**src/rtl/vga_timing_pkg.sv**
```systemverilog
// Shared timing constants and types for the VGA raster generator.
// Defaults describe 640x480@60 with a 25 MHz pixel clock.
package vga_timing_pkg;

  localparam int H_DISPLAY_DEF = 640;
  localparam int H_FRONT_DEF   = 16;
  localparam int H_SYNC_DEF    = 96;
  localparam int H_BACK_DEF    = 48;
  localparam int V_DISPLAY_DEF = 480;
  localparam int V_FRONT_DEF   = 10;
  localparam int V_SYNC_DEF    = 2;
  localparam int V_BACK_DEF    = 33;

  localparam int H_TOTAL_DEF      = H_DISPLAY_DEF + H_FRONT_DEF + H_SYNC_DEF + H_BACK_DEF;
  localparam int V_TOTAL_DEF      = V_DISPLAY_DEF + V_FRONT_DEF + V_SYNC_DEF + V_BACK_DEF;
  localparam int H_SYNC_START_DEF = H_DISPLAY_DEF + H_FRONT_DEF;
  localparam int H_SYNC_END_DEF   = H_SYNC_START_DEF + H_SYNC_DEF;
  localparam int V_SYNC_START_DEF = V_DISPLAY_DEF + V_FRONT_DEF;
  localparam int V_SYNC_END_DEF   = V_SYNC_START_DEF + V_SYNC_DEF;

  localparam int POS_W   = 10;
  localparam int POS_MAX = 1 << POS_W;

  typedef logic [POS_W-1:0] pos_t;

endpackage

```
**src/rtl/vga_axis_counter.sv**
```systemverilog
// One raster axis: wrap counter plus sync/visible flags registered from
// the next count so they always line up with the presented position.
module vga_axis_counter
  import vga_timing_pkg::*;
#(
  parameter int TOTAL      = H_TOTAL_DEF,
  parameter int DISPLAY    = H_DISPLAY_DEF,
  parameter int SYNC_START = H_SYNC_START_DEF,
  parameter int SYNC_END   = H_SYNC_END_DEF,
  parameter bit SYNC_NEG   = 1'b1
) (
  input  logic clk,
  input  logic reset,
  input  logic inc,
  output pos_t pos,
  output logic wrap,
  output logic sync,
  output logic visible
);

  pos_t pos_reg;
  pos_t pos_next;
  logic sync_reg;
  logic visible_reg;
  logic sync_active_next;
  logic visible_next;

  assign wrap = inc && (pos_reg == pos_t'(TOTAL - 1));

  always_comb begin
    pos_next = pos_reg;
    if (wrap) begin
      pos_next = '0;
    end else if (inc) begin
      pos_next = pos_reg + pos_t'(1);
    end
  end

  assign sync_active_next = (int'(pos_next) >= SYNC_START) && (int'(pos_next) < SYNC_END);
  assign visible_next     = int'(pos_next) < DISPLAY;

  // Reset parks the axis on its last position with sync at its idle level.
  always_ff @(posedge clk) begin
    if (reset) begin
      pos_reg     <= pos_t'(TOTAL - 1);
      sync_reg    <= SYNC_NEG;
      visible_reg <= 1'b0;
    end else begin
      pos_reg     <= pos_next;
      sync_reg    <= sync_active_next ^ SYNC_NEG;
      visible_reg <= visible_next;
    end
  end

  assign pos     = pos_reg;
  assign sync    = sync_reg;
  assign visible = visible_reg;

endmodule

```
**src/rtl/vga_timing_gen.sv**
```systemverilog
// VGA raster timing source: sync pulses, position, visible-area flag,
// line/frame strobes and a free-running frame counter.
module vga_timing_gen
  import vga_timing_pkg::*;
#(
  parameter int H_DISPLAY = H_DISPLAY_DEF,
  parameter int H_FRONT   = H_FRONT_DEF,
  parameter int H_SYNC    = H_SYNC_DEF,
  parameter int H_BACK    = H_BACK_DEF,
  parameter int V_DISPLAY = V_DISPLAY_DEF,
  parameter int V_FRONT   = V_FRONT_DEF,
  parameter int V_SYNC    = V_SYNC_DEF,
  parameter int V_BACK    = V_BACK_DEF,
  parameter bit SYNC_NEG  = 1'b1
) (
  input  logic       clk,
  input  logic       reset,
  output logic       hsync,
  output logic       vsync,
  output logic       display_on,
  output logic [9:0] hpos,
  output logic [9:0] vpos,
  output logic       line_start,
  output logic       frame_start,
  output logic [7:0] frame_cnt
);

  localparam int H_TOTAL = H_DISPLAY + H_FRONT + H_SYNC + H_BACK;
  localparam int V_TOTAL = V_DISPLAY + V_FRONT + V_SYNC + V_BACK;

  if (H_TOTAL > POS_MAX || V_TOTAL > POS_MAX) begin : g_total_too_large
    $error("vga_timing_gen: H_TOTAL/V_TOTAL exceed the 10-bit position range");
  end

  logic       h_wrap;
  logic       v_wrap;
  logic       h_visible;
  logic       v_visible;
  logic       line_start_reg;
  logic       frame_start_reg;
  logic [7:0] frame_cnt_reg;

  vga_axis_counter #(
    .TOTAL     (H_TOTAL),
    .DISPLAY   (H_DISPLAY),
    .SYNC_START(H_DISPLAY + H_FRONT),
    .SYNC_END  (H_DISPLAY + H_FRONT + H_SYNC),
    .SYNC_NEG  (SYNC_NEG)
  ) u_h_axis (
    .clk    (clk),
    .reset  (reset),
    .inc    (1'b1),
    .pos    (hpos),
    .wrap   (h_wrap),
    .sync   (hsync),
    .visible(h_visible)
  );

  // The vertical axis only steps when the line wraps, so its wrap marks
  // the last pixel of the frame.
  vga_axis_counter #(
    .TOTAL     (V_TOTAL),
    .DISPLAY   (V_DISPLAY),
    .SYNC_START(V_DISPLAY + V_FRONT),
    .SYNC_END  (V_DISPLAY + V_FRONT + V_SYNC),
    .SYNC_NEG  (SYNC_NEG)
  ) u_v_axis (
    .clk    (clk),
    .reset  (reset),
    .inc    (h_wrap),
    .pos    (vpos),
    .wrap   (v_wrap),
    .sync   (vsync),
    .visible(v_visible)
  );

  always_ff @(posedge clk) begin
    if (reset) begin
      line_start_reg  <= 1'b0;
      frame_start_reg <= 1'b0;
      frame_cnt_reg   <= 8'hFF;
    end else begin
      line_start_reg  <= h_wrap;
      frame_start_reg <= v_wrap;
      if (v_wrap) begin
        frame_cnt_reg <= frame_cnt_reg + 8'd1;
      end
    end
  end

  assign display_on  = h_visible && v_visible;
  assign line_start  = line_start_reg;
  assign frame_start = frame_start_reg;
  assign frame_cnt   = frame_cnt_reg;

endmodule

```
**config.mk**
```make
export PLATFORM = sky130hd
export DESIGN_NAME = vga_timing_gen
export DESIGN_NICKNAME = d
export VERILOG_FILES = /design/src/rtl/vga_timing_pkg.sv /design/src/rtl/vga_axis_counter.sv /design/src/rtl/vga_timing_gen.sv
export SDC_FILE = /design/constraint.sdc
export NUM_CORES = 1
export LEC_CHECK = 0
export CORE_MARGIN = 2
export CORE_UTILIZATION = 45
export DETAILED_ROUTE_END_ITERATION = 12
export DONT_BUFFER_PORTS = 1
export GPL_TIMING_DRIVEN = 0
export HOLD_SLACK_MARGIN = 0.05
export PLACE_DENSITY = 0.6
export SKIP_LAST_GASP = 1
export SYNTH_ARGS = -nofsm -noshare
export SYNTH_HDL_FRONTEND = slang
export SYNTH_SLANG_ARGS = --single-unit
```
**constraint.sdc**
```tcl
create_clock -name clk -period 2.2 [get_ports clk]
set_input_delay 0.22 -clock clk [delete_from_list [all_inputs] [get_ports clk]]
set_output_delay 0.22 -clock clk [all_outputs]
set_load 0.05 [all_outputs]
```
==> out/metrics.cfg, run 1 <==
[placement]
gp_congestion = 0.904
portBuffers = 0
post-place-ws_ps = -508
dp_hpwl_um = 3180
dpl.cell_count = 268

[synthesis]
async_reset_ff_frac = 0
synth.distinct_cells = 50
synth-seq-area-share = 0.367
synth.most_common_cell = dfxtp_1
synth_area_sq_mm = 0.00186
synth.area.top_cells = dfxtp_1 (37%), xnor2_1 (7.5%), nor2_1 (3.6%)
synthFlopType = dfxtp_1
synth_fp_nets = 224
ys_warn_count = 0
yosys_register_bits = 34
yosysTopAreaCell = dfxtp_1
syn_area_per_cell_sq_um = 8.52
synth_top_cell_area_share = 0.367
syn-instance-count = 218
synth_commonest_cells = dfxtp_1 (34), nor2_1 (18), xnor2_1 (16), nand2_1 (15)
synth-edff-count = 0

[route]
remaining_drc_errors = 0
num_vias = 1636
vias_per_cell = 5.82
drt-wirelength-per-cell_um = 16.4
drt_iter0_markers = 105
ant_nets = 0
first_pass_iters = 5
wl_um = 4620

[setup_path]
critPathLaunchType = flip-flop
cp.required_ps = 2340
arrival_ps = 2340
critPathMaxFanout = 7
cp-startpoint = u_h_axis.pos[0]$_SDFF_PP1_
worstSetupPathType = reg -> reg
r2r-start = u_h_axis.pos[0]$_SDFF_PP1_
endpoint_kind = flip-flop

[global_routing]
grt_start_max_net_pins = 12
grt_antenna_before_repair = 0
globalRouteMet1Util = 0.247
grt_util_met3 = 0.0609
track_usage = 0.208
grt_pass1_wl_um = 7250
grt_pass1_vias = 1567
grt.busiest_layer = met2
met2_usage = 0.348
grt_overflow = 0

[clock_tree]
numCtsBuffers = 5
cts-root-buf = clkbuf_8
clk_pin_slew_ps = 80
clock_path_buffers = 2
htreeDepth = 2
clk_latency_ps = 290
cts.sinks = 34
cts_tree = built

[floorplanning]
fp-row-count = 23
ioPinCount = 35
die_area_sq_mm = 0.00466
core_area_sq_mm = 0.00397
fp.dieH_um = 68.2
die_w_um = 68.2
initial_core_util = 0.468

[finish]
diodes = 0
fin_cells = 281
fin_nets = 236
areaGrowthSynthToFinish_pct = 18.3
drive_gt1_frac = 0.268

[timing]
fmax_mhz = 455
worstMarginPinSlew_ps = 713
slew_violations = 0
hold_viol = 0
period_needed_ps = 2200
max_slew_margin = 0.524
setup_viol = 0
fin_worst_skew_ps = 12.9
tns_ps = 0
layout_setup_ws_ps = 2.61
rsz0062_at_grt = yes
timing.final.crit_share = 0.999

[job]
maxCapViolCount = 0

[power]
p_leak_nw = 0.795
max-vdd-ir-drop_mv = 0.829
powerDensity_mw_per_mm2 = 1690

[hold_path]
worstHoldStart = reset
hold_path_class = in -> reg

[status]
status = finished clean

[cell families after synthesis]
family / Yosys count / share of synthesized area
compound gates: 30 / 0.123
xor+xnor: 20 / 0.0943
fa+ha+maj: 4 / 0.0270
buf+inv: 26 / 0.0593
flops: 34 / 0.367
simple gates: 104 / 0.330
[layout by cell type (no fill, tap or decap), types with 3 or more instances in the layout]
cell,count
nand4_1,10
dfxtp_1,16
nand3_1,11
nor4_4,5
dfxtp_4,8
dfxtp_2,10
inv_1,10
and4_1,4
nor4_1,4
buf_4,10
clkbuf_1,4
or3_1,3
nor3_1,7
nand2_1,15
clkbuf_8,5
clkbuf_2,3
xnor2_1,16
and2_1,3
nor2_1,17
xor2_1,4
o21ai_0,4
a211o_1,3
ha_1,3
a21oi_1,4
nand2b_1,10
[layout make-up]
| class | instances | area [sq um] |
|---|---|---|
| repair buffers | 8 | 63.8 |
| clock buffers | 5 | 68.8 |
| multi-input cells | 158 | 1150 |
| well taps | 50 | 62.6 |
| flip-flops and latches | 34 | 723 |
| inverters | 10 | 37.5 |
| fillers | 374 | 1770 |
| clock inverters | 3 | 16.3 |
| plain buffers | 13 | 73.8 |
[worst max-delay path, stage by stage, from the launching register on]
cell and delay, ps:
dfxtp_4 470, ha_4 160, nand4_1 120, buf_6 190, or4_4 540, a21o_1 180, a211oi_2 240, nand4_1 140
[path summary, 6_finish.rpt]
check,to,slack [ps],cells past startpoint
setup reg to reg,u_v_axis.sync$_SDFF_PP1_,3,7
hold reg to reg,u_h_axis.pos[0]$_SDFF_PP1_,590,1
hold / removal,u_v_axis.pos[9]$_SDFF_PP1_,270,3
setup / recovery,u_v_axis.sync$_SDFF_PP1_,3,7
[per-stage QoR]
stage          power [W]  hold WS (ps)  area (sq um)  utilization
2_1_floorplan    0.00258           491          1870            -
3_3_place_gp     0.00283           532          1940        0.487
3_5_place_dp     0.00288           533          1940        0.487
4_1_cts          0.00344           246          2100        0.529
5_1_grt          0.00393           285          2200        0.553
6_report         0.00371           266          2200        0.553
[power by group]
group	internal, W	switching [W]	total [W]
Sequential	0.000821	0.000696	0.00152
Combinational	0.000770	0.000977	0.00175
Clock	0.000216	0.000231	0.000447
Total	0.00181	0.00190	0.00371
[routing by layer]
| layer | up-vias | share of wire |
|---|---|---|
| met5 | - | 0 |
| met4 | 0 | 0.018 |
| met3 | 11 | 0.048 |
| met2 | 43 | 0.48 |
| met1 | 787 | 0.45 |
| li1 | 795 | - |
[repair_timing]
action | in CTS | in global routing
endpoints found under the setup margin | 24 | 17
buffers inserted | 2 | 6
gates resized for setup | 26 | 18
pin swaps | 2 | 6
hold buffers | 0 | 0
No activity file was read; power rests on OpenSTA's default activity.
==> inputs of run 2 (changes only) <==
REMOVE_ABC_BUFFERS = 1   (was default)
==> out/metrics.cfg, run 2 (synthesis gave the netlist of run 1 again) <==
[global_routing]
grt_overflow = 0  ; unchanged
track_usage = 0.194  ; was 0.208
grt_pass1_wl_um = 6670  ; was 7250 um
grt_antenna_before_repair = 0  ; unchanged
grt_pass1_vias = 1449  ; was 1567
grt_start_max_net_pins = 25  ; was 12

[clock_tree]
cts.sinks = 34  ; unchanged
cts_tree = built  ; unchanged
clock_path_buffers = 2  ; unchanged
htreeDepth = 2  ; unchanged
clk_latency_ps = 280  ; was 290 ps
clk_pin_slew_ps = 60  ; was 80 ps
numCtsBuffers = 5  ; unchanged
cts-root-buf = clkbuf_8  ; unchanged

[finish]
fin_nets = 226  ; was 236
diodes = 0  ; unchanged
ff_latch_area_sq_um = 717  ; was 723 sq um
multi_input_area_sq_mm = 0.00116  ; was 0.00115 sq mm
final_common_cell = nor2_1  ; unchanged
fill_cells = 372  ; was 374
drive_gt1_frac = 0.268  ; about the same
areaGrowthSynthToFinish_pct = 16.1  ; was 18.3%
layout_common_cells = nor2_1 (17), xnor2_1 (16), nand2_1 (15), dfxtp_1 (15), dfxtp_2 (14)  ; was nor2_1 (17), xnor2_1 (16), dfxtp_1 (16)

[timing]
slew_violations = 0  ; unchanged
tns_ps = -0.156  ; was 0 ps
worstMarginPinSlew_ps = 800  ; was 713 ps
period_needed_ps = 2200  ; about the same
max_slew_margin = 0.465  ; was 0.524
rsz0062_at_grt = yes  ; unchanged
setup_viol = 1  ; was 0
fmax_mhz = 455  ; about the same
hold_viol = 0  ; unchanged
layout_setup_ws_ps = -0.156  ; was 2.61 ps
timing.final.crit_share = 1.00  ; was 0.999
fin_worst_skew_ps = 2.52  ; was 12.9 ps

[hold_path]
worstHoldEndpoint = u_h_axis.sync$_SDFF_PP1_  ; was u_v_axis.pos[9]$_SDFF_PP1_
worstHoldStart = reset  ; unchanged
min_path_cells = 2  ; was 3
hold_path_class = in -> reg  ; unchanged

[power]
p_leak_nw = 0.762  ; was 0.795 nW
power_w = 0.00358  ; was 0.00371 W
powerDensity_mw_per_mm2 = 1660  ; was 1690 mW/mm^2
max-vdd-ir-drop_mv = 0.798  ; was 0.829 mV

[route]
vias_per_cell = 5.84  ; was 5.82
wl_met3_um = 263  ; was 222 um
drt_iter0_markers = 89  ; was 105
drt-wirelength-per-cell_um = 16.2  ; was 16.4 um
top_layer = met4  ; unchanged
routed-wl-met2_um = 1980  ; was 2220 um
first_pass_iters = 4  ; was 5
wl_um = 4370  ; was 4620 um
ant_nets = 0  ; unchanged
num_vias = 1576  ; was 1636
wl_met1_um = 1990  ; was 2090 um
remaining_drc_errors = 0  ; unchanged

[setup_path]
r2r-end = u_v_axis.sync$_SDFF_PP1_  ; unchanged
r2r-start = u_h_axis.pos[9]$_SDFF_PP1_  ; was u_h_axis.pos[0]$_SDFF_PP1_
r2r_setup_slack_ps = -0.2  ; was 3 ps
reg2reg_depth = 5  ; was 7
endpoint_kind = flip-flop  ; unchanged
worstSetupPathType = reg -> reg  ; unchanged
cp-startpoint = u_h_axis.pos[9]$_SDFF_PP1_  ; was u_h_axis.pos[0]$_SDFF_PP1_
critPathLaunchType = flip-flop  ; unchanged
critPathMaxFanout = 8  ; was 7
arrival_ps = 2360  ; was 2340 ps
cp.required_ps = 2360  ; was 2340 ps

[status]
status = finished, violations left  ; was finished clean
violations = setup timing

[placement]
portBuffers = 0  ; unchanged
dp_hpwl_um = 2810  ; was 3180 um
gp_congestion = 0.900  ; was 0.904

[floorplanning]
initial_core_util = 0.468  ; unchanged
die_area_sq_mm = 0.00466  ; unchanged
fp.dieH_um = 68.2  ; unchanged
ioPinCount = 35  ; unchanged
fp-row-count = 23  ; unchanged
core_area_sq_mm = 0.00397  ; unchanged
die_w_um = 68.2  ; unchanged

[job]
maxCapViolCount = 0  ; unchanged

## run 2: metrics by stage
step	hold WS [ps]	utilization	cell area [sq um]	worst slack [ps]	instances
after floorplan	289	-	1780	-325	202
after global placement	295	0.465	1850	-858	252
after detailed placement	298	0.465	1850	-918	252
after CTS	70.7	0.514	2040	-12.8	263
after global routing	88.4	0.543	2160	-98.4	270
final	77.7	0.543	2160	-0.156	270
## run 2: layer usage
| layer | track usage | vias up |
|---|---|---|
| met5 | 0 | - |
| met4 | 0.123 | 0 |
| met3 | 0.0757 | 12 |
| met2 | 0.274 | 49 |
| met1 | 0.244 | 741 |
| li1 | - | 774 |
## run 2: how the worst max path moves through the flow
| stage | depth (start not counted) | to |
|---|---|---|
| after floorplan | 6 | u_v_axis.visible$_SDFF_PP0_ |
| final | 5 | u_v_axis.sync$_SDFF_PP1_ |
| after CTS | 7 | u_v_axis.visible$_SDFF_PP0_ |
| after detailed placement | 6 | u_v_axis.visible$_SDFF_PP0_ |
| after global placement | 6 | u_v_axis.visible$_SDFF_PP0_ |
| after global routing | 5 | u_v_axis.sync$_SDFF_PP1_ |
## run 2: critical path, stage by stage (launching register included)
cell and delay [ps]:
dfxtp_4 480, or3b_4 450, or4_4 530, a21o_1 170
a211oi_2 300, nand4_1 130
## run 2: timing repair
action	CTS	global route
endpoints found under the hold margin	24	0
pin swaps	2	9
hold buffers	1	0
resized for setup	32	12
setup buffers	3	7
endpoints found under the setup margin	29	17
## run 2: power by group
group          internal [W]  switching (W)  leakage [nW]  total [W]
clock              0.000218       0.000211        0.0383   0.000429
sequential         0.000814       0.000777         0.281    0.00159
combinational      0.000706       0.000852         0.443    0.00156
total               0.00174        0.00184         0.762    0.00358
## run 2: layout make-up
| class | instances | share of cell area |
|---|---|---|
| multi-input combinational | 158 | 0.539 |
| sequential | 34 | 0.333 |
| timing repair buffer | 11 | 0.0470 |
| clock buffer | 7 | 0.0354 |
| tap | 50 | 0.0290 |
| inverter | 10 | 0.0174 |
